$ cat src/rtl/ysyx_22040125_lsu.sv
// Load/store unit between EX and WB: one outstanding req/gnt/rvalid data-memory access.
// Build option LSU_MISALIGN_TRAP_EN: trap misaligned accesses instead of forcing alignment.
module ysyx_22040125_lsu #(
  parameter int ADDR_W  = 32,
  parameter int TIMEOUT = 255
) (
  input  logic              clk,
  input  logic              rst_n,
  input  logic              ex_valid,
  output logic              ex_ready,
  input  logic              ex_we,
  input  logic [1:0]        ex_size,
  input  logic              ex_unsigned,
  input  logic [ADDR_W-1:0] ex_addr,
  input  logic [63:0]       ex_wdata,
  output logic              mem_req,
  output logic              mem_we,
  output logic [ADDR_W-1:0] mem_addr,
  output logic [63:0]       mem_wdata,
  output logic [7:0]        mem_wstrb,
  input  logic              mem_gnt,
  input  logic              mem_rvalid,
  input  logic [63:0]       mem_rdata,
  output logic              wb_valid,
  output logic [63:0]       wb_data,
  output logic              wb_err
);

  typedef enum logic [1:0] {IDLE, REQ, WAIT_R, RESP} state_t;

  localparam int CNT_W = (TIMEOUT > 1) ? $clog2(TIMEOUT + 1) : 1;

  state_t            state;
  logic              we_q;
  logic [1:0]        size_q;
  logic              uns_q;
  logic [2:0]        off_q;
  logic [CNT_W-1:0]  cnt;

  logic [ADDR_W-1:0] eff_addr;
  logic              trap;
  logic [63:0]       shifted;
  logic [63:0]       load_result;

  // Offset bits that must be zero for an access of the given size.
  function automatic logic [2:0] low_mask(input logic [1:0] size);
    case (size)
      2'd0:    low_mask = 3'b000;
      2'd1:    low_mask = 3'b001;
      2'd2:    low_mask = 3'b011;
      default: low_mask = 3'b111;
    endcase
  endfunction

  function automatic logic [7:0] strobe(input logic [1:0] size, input logic [2:0] off);
    case (size)
      2'd0:    strobe = 8'h01 << off;
      2'd1:    strobe = 8'h03 << off;
      2'd2:    strobe = 8'h0F << off;
      default: strobe = 8'hFF;
    endcase
  endfunction

`ifdef LSU_MISALIGN_TRAP_EN
  assign trap     = |(ex_addr[2:0] & low_mask(ex_size));
  assign eff_addr = ex_addr;
`else
  assign trap     = 1'b0;
  assign eff_addr = {ex_addr[ADDR_W-1:3], ex_addr[2:0] & ~low_mask(ex_size)};
`endif

  // NOTE: every variable driven here gets a default first, so no latch can be inferred.
  always_comb begin
    shifted     = mem_rdata >> {off_q, 3'b000};
    load_result = mem_rdata;
    case (size_q)
      2'd0:    load_result = {{56{~uns_q & shifted[7]}},  shifted[7:0]};
      2'd1:    load_result = {{48{~uns_q & shifted[15]}}, shifted[15:0]};
      2'd2:    load_result = {{32{~uns_q & shifted[31]}}, shifted[31:0]};
      default: load_result = mem_rdata;
    endcase
  end

  // NOTE: sequential state uses non-blocking assignments only, so every branch reads pre-edge values.
  always_ff @(posedge clk or negedge rst_n) begin
    if (!rst_n) begin
      state     <= IDLE;
      ex_ready  <= 1'b1;
      we_q      <= 1'b0;
      size_q    <= 2'd0;
      uns_q     <= 1'b0;
      off_q     <= 3'd0;
      cnt       <= '0;
      mem_req   <= 1'b0;
      mem_we    <= 1'b0;
      mem_addr  <= '0;
      mem_wdata <= '0;
      mem_wstrb <= '0;
      wb_valid  <= 1'b0;
      wb_data   <= '0;
      wb_err    <= 1'b0;
    end else begin
      case (state)
        IDLE: begin
          if (ex_valid) begin
            we_q      <= ex_we;
            size_q    <= ex_size;
            uns_q     <= ex_unsigned;
            off_q     <= eff_addr[2:0];
            cnt       <= '0;
            mem_we    <= ex_we;
            mem_addr  <= {eff_addr[ADDR_W-1:3], 3'b000};
            mem_wdata <= ex_wdata;
            mem_wstrb <= ex_we ? strobe(ex_size, eff_addr[2:0]) : 8'h00;
            ex_ready  <= 1'b0;
            if (trap) begin
              wb_valid <= 1'b1;
              wb_err   <= 1'b1;
              wb_data  <= '0;
              state    <= RESP;
            end else begin
              mem_req <= 1'b1;
              state   <= REQ;
            end
          end
        end
        REQ: begin
          if (mem_gnt) begin
            mem_req <= 1'b0;
            if (we_q) begin
              wb_valid <= 1'b1;
              wb_data  <= '0;
              state    <= RESP;
            end else if (mem_rvalid) begin
              wb_valid <= 1'b1;
              wb_data  <= load_result;
              state    <= RESP;
            end else begin
              state <= WAIT_R;
            end
          end
        end
        WAIT_R: begin
          cnt <= cnt + 1'b1;
          if (mem_rvalid) begin
            wb_valid <= 1'b1;
            wb_data  <= load_result;
            state    <= RESP;
          end else if (TIMEOUT != 0 && cnt == CNT_W'(TIMEOUT - 1)) begin
            wb_valid <= 1'b1;
            wb_err   <= 1'b1;
            wb_data  <= '0;
            state    <= RESP;
          end
        end
        default: begin
          wb_valid <= 1'b0;
          wb_data  <= '0;
          wb_err   <= 1'b0;
          ex_ready <= 1'b1;
          state    <= IDLE;
        end
      endcase
    end
  end

endmodule

$ cat config.mk
export PLATFORM = sky130hd
export DESIGN_NAME = ysyx_22040125_lsu
export DESIGN_NICKNAME = d
export VERILOG_FILES = /design/src/rtl/ysyx_22040125_lsu.sv
export SDC_FILE = /design/constraint.sdc
export NUM_CORES = 1
export LEC_CHECK = 0
export ABC_AREA = 1
export BUFFER_PORTS_ARGS = -buffer_cell sky130_fd_sc_hd__buf_2
export CAP_MARGIN = 20
export CORE_UTILIZATION = 44
export CTS_CLUSTER_SIZE = 20
export DETAILED_ROUTE_END_ITERATION = 12
export GPL_TIMING_DRIVEN = 0
export PLACE_DENSITY = 0.7
export SYNTH_ARGS = -nofsm -noshare
export SYNTH_HDL_FRONTEND = slang
export SYNTH_SLANG_ARGS = --single-unit
$ cat constraint.sdc
create_clock -name clk -period 2.8 [get_ports clk]
set_clock_uncertainty 0.05 [all_clocks]
set_input_delay 0.14 -clock clk [delete_from_list [all_inputs] [get_ports clk]]
set_output_delay 0.14 -clock clk [all_outputs]
set_load 0.02 [all_outputs]
### After elaboration in Yosys (flattened, before gate mapping)

Index checks and enable logic that the tools add are counted.

| word-level totals | value |
|---|---|
| logic and storage cells | 87 |
| bits of input ports | 169 |
| output and inout port bits | 173 |
| bits in registers | 186 |

| operators by class | value |
|---|---|
| mux-type cells | 32 |
| bitwise logic cells | 9 |
| shift-type cells | 4 |
| equality and inequality tests | 13 |
| $add $sub $neg | 1 |
| reduce and logical (&&, ||, !) cells | 14 |

Operator list:

| cell | count |
|---|---|
| 64-bit one-hot mux with 3 select lines | 2 |
| 64-bit two-way mux | 5 |
| 64-bit by 6-bit >> shifter with 32-bit output | 1 |
| 8-bit one-hot mux with 3 select lines | 1 |
| 8-bit two-way mux | 2 |
| 8-bit one-hot mux with 2 select lines | 1 |
| 1-bit two-way mux | 11 |
| 3-bit one-hot mux with 3 select lines | 1 |
| 3-bit AND reduction | 3 |
| 8-bit by 1-bit adder with 8-bit output, second input constant | 1 |
| 8-bit == test, second input constant | 1 |
| 2-bit two-way mux | 4 |
| 2-bit inequality test, second input constant | 4 |
| 1-bit by 3-bit left shift with 8-bit output, first input constant | 1 |
| 2-bit by 3-bit left shift with 8-bit output, first input constant | 1 |
| 4-bit by 3-bit left shift with 8-bit output, first input constant | 1 |
| 2-bit by 1-bit == test with 1-bit output, second input constant | 3 |
| 2-bit == test, second input constant | 3 |
| 2-bit zero test | 3 |
| 3-bit inequality test, second input constant | 2 |
| 1-bit one-hot mux with 2 select lines | 3 |
| 2-bit one-hot mux with 3 select lines | 1 |
| 2-bit AND reduction | 3 |
| 1-bit NOT | 4 |
| other kinds (7) | 11 |

### Longest topological paths before layout

| depth | value |
|---|---|
| depth after elaboration | 7 |
| gate-level depth with buffers | 12 |
| mapped depth without buffers | 10 |

### Least setup slack after synthesis

No wires, ideal clock.

| timing path | value |
|---|---|
| path kind | flip-flop to flip-flop |
| start | register state[1] |
| end | register wb_data[23] |
| path buffers | 1 |
| path slack | 1034 ps |
| data required time | 2634 ps |
| data arrival time | 1600 ps |
| setup time | 116 ps |
| period minus slack after synthesis | 1766 ps |
| stages on the path, launching flop included | 12 |
| cells stage by stage | dfrtp_1 inv_1 ha_1 inv_2 or2_1 nand2_1 nor2_1 nand4_2 clkbuf_1 nor2_1 nand2_1 nand2_1 |

| between the ends | value |
|---|---|
| cells in the longest elaborated chain, start to end | 3 |
| elaborated cells on any way between the ends | 9 |
| classes of those cells | eq/ne (5); mux (1); bitwise (1); reduce/logical (2) |

RTL lines:

| what | line | text |
|---|---|---|
| start, declared | 33 | `state_t state;` |
| start signal, assigned | 87 | `state <= IDLE;` |
| start signal, assigned | 120 | `state <= RESP;` |
| start signal, assigned | 123 | `state <= REQ;` |
| 2-bit == test, or another cell as far along | 103 | `case (state)` |
| 3-bit inequality test (no source line), or another cell as far along | - |  |
| 4-bit AND reduction (no source line) | - |  |
| end signal, assigned | 136 | `wb_data <= load_result;` |
| end signal, assigned | 147 | `wb_data <= load_result;` |
| end, declared | 25 | `output logic [63:0] wb_data,` |

Several ways; a longest one is shown, not always the timed one.
A chain may end at the register's enable or synchronous reset.

### Worst setup path after layout

| timing path | value |
|---|---|
| start | register state[1] |
| end | register wb_data[30] |

The elaborated chain is that of the path after synthesis.

==> results by group <==
Detailed routing
  • DRC Markers: 0
  • DR WL/cell: 17.5 µm
  • DRT iter0 DRCs: 782
  • First-pass DRT Iterations: 5
  • Routed vias/inst: 5.15
  • Antenna Violating Nets Remaining: 0
  • Routed via count: 11021
  • Drt total wl: 37400 µm

Yosys
  • Seq/Total Area, Yosys: 0.482
  • Simple-Gate Fraction of Synth Area: 0.404
  • Compound-gate portion of the synthesized area: 0.0461
  • Syn Std Cell Area: 9660 µm²
  • Main combinational cell family by area after synthesis: simple AND/OR/NAND/NOR gates
  • Xor/xnor cell area share of the yosys netlist: 0.00272
  • Post-synthesis cell type count: 35
  • Syn Inst Count: 1384
  • Mux cell area share after synthesis: 0
  • Synth Warn #: 0
  • Flops & latches, synth: 186
  • Adder-cell share of the synthesized area: 0.0129
  • Post-Syn Area per Cell: 6.98 µm²

Worst setup path
  • Crit path launch type: flip-flop
  • Data arrival time of the critical path: 2.85 ns
  • Kind of critical path: flip-flop to flip-flop
  • Worst Path Max Fanout: 10
  • CP endpoint kind: flip-flop
  • CP required: 3.14 ns

Pwr
  • Design Power: 0.0153 W
  • Static leakage: 7.90 nW
  • PD cells: 1140 nW/µm²
  • Maximum VDD drop: 0.000645 V

CTS
  • Clock tree buffer depth: 2
  • H-tree levels: 4
  • Clk sinks: 186
  • CTS buffer count: 17
  • Clock tree root driver cell: clkbuf_16
  • Worst-Skew Late Latency: 0.46 ns
  • Reg clk slew, reported paths: 0.09 ns
  • CTS tree: done
  • CTS resizes: 0

Cells and area
  • NumNets Final: 2030
  • Fillers: 1905
  • Post-route design area: 13400 µm²
  • Area growth, synth to finish: 38.9%
  • Layout cells sized above 1: 0.229
  • Non-Filler Instances: 2139

Place
  • Inst Count DP: 2000
  • I/O Buffers: 338
  • DP HPWL: 26200 µm
  • Area after DPL: 11700 µm²
  • Routability cong.: 0.947

GRT
  • Largest net degree at the start of global routing: 119
  • Vias in the first global route: 10954
  • Initial antenna violation count: 3
  • First-pass GRT wire length: 57100 µm
  • GRT Residual Overflow: 0
  • Total track usage: 0.337

STA
  • Post-route setup TNS: 0 ns
  • Max frequency: 398 MHz
  • Final slew viol count: 0
  • Setup-failing EPs final: 0
  • Unrepaired setup endpoints after global routing: false
  • Final hold violations: 0
  • Tcrit/Tclk final: 0.898
  • Worst slew margin: 0.584
  • Minimum clock period: 2.52 ns
  • Worst slew pin tran: 0.624 ns

Run
  • Max-Cap Viols: 0

Floorplanning
  • Full die area: 22600 µm²
  • Die Ht: 150 µm
  • Starting Density: 0.454
  • Chip width: 150 µm
  • Rows: 53
  • # IOs: 342
  • Core box area: 21300 µm²

Hold path
  • Hold Crit Class: primary input to flip-flop

Status
  • Status: finished, final reports clean
routing by layer:
metal,up-vias,share of wire,global-route usage
met3,161,0.076,0.0718
met5,-,0.00061,0
met2,562,0.47,0.560
li1,5227,-,-
met1,5067,0.38,0.386
met4,4,0.072,0.241
cell families after synthesis:
group / Yosys count
compound gates: 86
xor+xnor: 3
fa+ha+maj: 10
buf+inv: 111
flops: 186
other cells: 1
simple gates: 987
worst max-delay path: stages, from the launching register on:
cell,delay (ns)
dfrtp_1,0.41
inv_1,0.08
ha_1,0.24
inv_2,0.08
or2_1,0.14
nand2_1,0.06
nor2_1,0.15
nand4_2,0.38
clkbuf_1,0.34
nor2_1,0.32
nand2_1,0.12
nand2_1,0.07
stage by stage:
step | hold slack [ns] | utilization | setup WS, ns
2_1_floorplan | -0.206 | - | 1.03
3_3_place_gp | 0.282 | 0.550 | -1.52
3_5_place_dp | 0.0854 | 0.552 | 0.349
4_1_cts | 0.000125 | 0.630 | 0.323
5_1_grt | 0.0338 | 0.631 | 0.121
6_report | 0.00632 | 0.631 | 0.284
cell usage in the layout (no fill, tap or decap), drive strengths merged, types with 2 or more instances in the layout:
| cell type | count |
|---|---|
| clkinv | 9 |
| nand4 | 4 |
| nand2 | 713 |
| nand3 | 106 |
| dlygate4sd3 | 107 |
| dfrtp | 185 |
| o21ai | 60 |
| xor2 | 2 |
| or2 | 7 |
| ha | 10 |
| nor2 | 153 |
| conb | 3 |
| a21oi | 21 |
| buf | 378 |
| clkbuf | 55 |
| nor3 | 3 |
| inv | 39 |
| o211ai | 2 |
area by class of cell:
cell class / count / area (µm²) / area share
diodes: 1 / 2.50 / 0.000186
plain buffers: 77 / 369 / 0.0275
clock buffers: 17 / 425 / 0.0317
clock inverters: 14 / 180 / 0.0134
inverters: 34 / 130 / 0.00969
multi-input cells: 1089 / 4520 / 0.336
flip-flops and latches: 186 / 4660 / 0.347
well taps: 275 / 344 / 0.0256
repair buffers: 446 / 2800 / 0.209
timing repair:
item	CTS	global route
hold buffers	107	0
buffers inserted	0	0
endpoints found under the hold margin	174	0
synth_stat cells, drive strengths merged:
| cell type | number | share of area |
|---|---|---|
| nand2 | 713 | 0.28 |
| dfrtp | 185 | 0.48 |
| nor2 | 153 | 0.060 |
| nand3 | 106 | 0.056 |
| o21ai | 60 | 0.031 |
| buf | 39 | 0.023 |
| clkbuf | 38 | 0.015 |
| inv | 34 | 0.013 |
| a21oi | 21 | 0.011 |
| ha | 10 | 0.013 |
| or2 | 7 | 0.0045 |
| nand4 | 4 | 0.0032 |
| nor3 | 3 | 0.0016 |
| o211ai | 2 | 0.0016 |
| xor2 | 2 | 0.0018 |
| a31o | 1 | 0.00091 |
| and3 | 1 | 0.00065 |
| conb | 1 | 0.00039 |
| dfstp | 1 | 0.0027 |
| o2111ai | 1 | 0.00091 |
| o31ai | 1 | 0.00078 |
| xnor2 | 1 | 0.00091 |
state kept, by name (all words and copies together) (netlist names), 2 cells and up:
register	cells
state	2
cnt	8
mem_wdata	64
size_q	2
mem_addr	29
wb_data	64
off_q	3
mem_wstrb	8
worst paths after layout:
path	from	endpoint	slack, ns	cells after the start
hold / removal	mem_rdata[35]	wb_data[35]	0.006	5
max in group asynchronous	rst_n	wb_err	1.55	3
min in group asynchronous	rst_n	wb_data[42]	0.17	2
setup reg to reg	state[1]	wb_data[30]	0.28	11
hold reg to reg	wb_data[13]	wb_data[13]	0.43	2
setup / recovery	state[1]	wb_data[30]	0.28	11
power by group:
part / internal (W) / switching [W]
Sequential: 0.00385 / 0.000683
Combinational: 0.00253 / 0.00573
Clock: 0.00121 / 0.00131
Total: 0.00760 / 0.00772
Note: power is estimated with default switching activity, not from simulation.
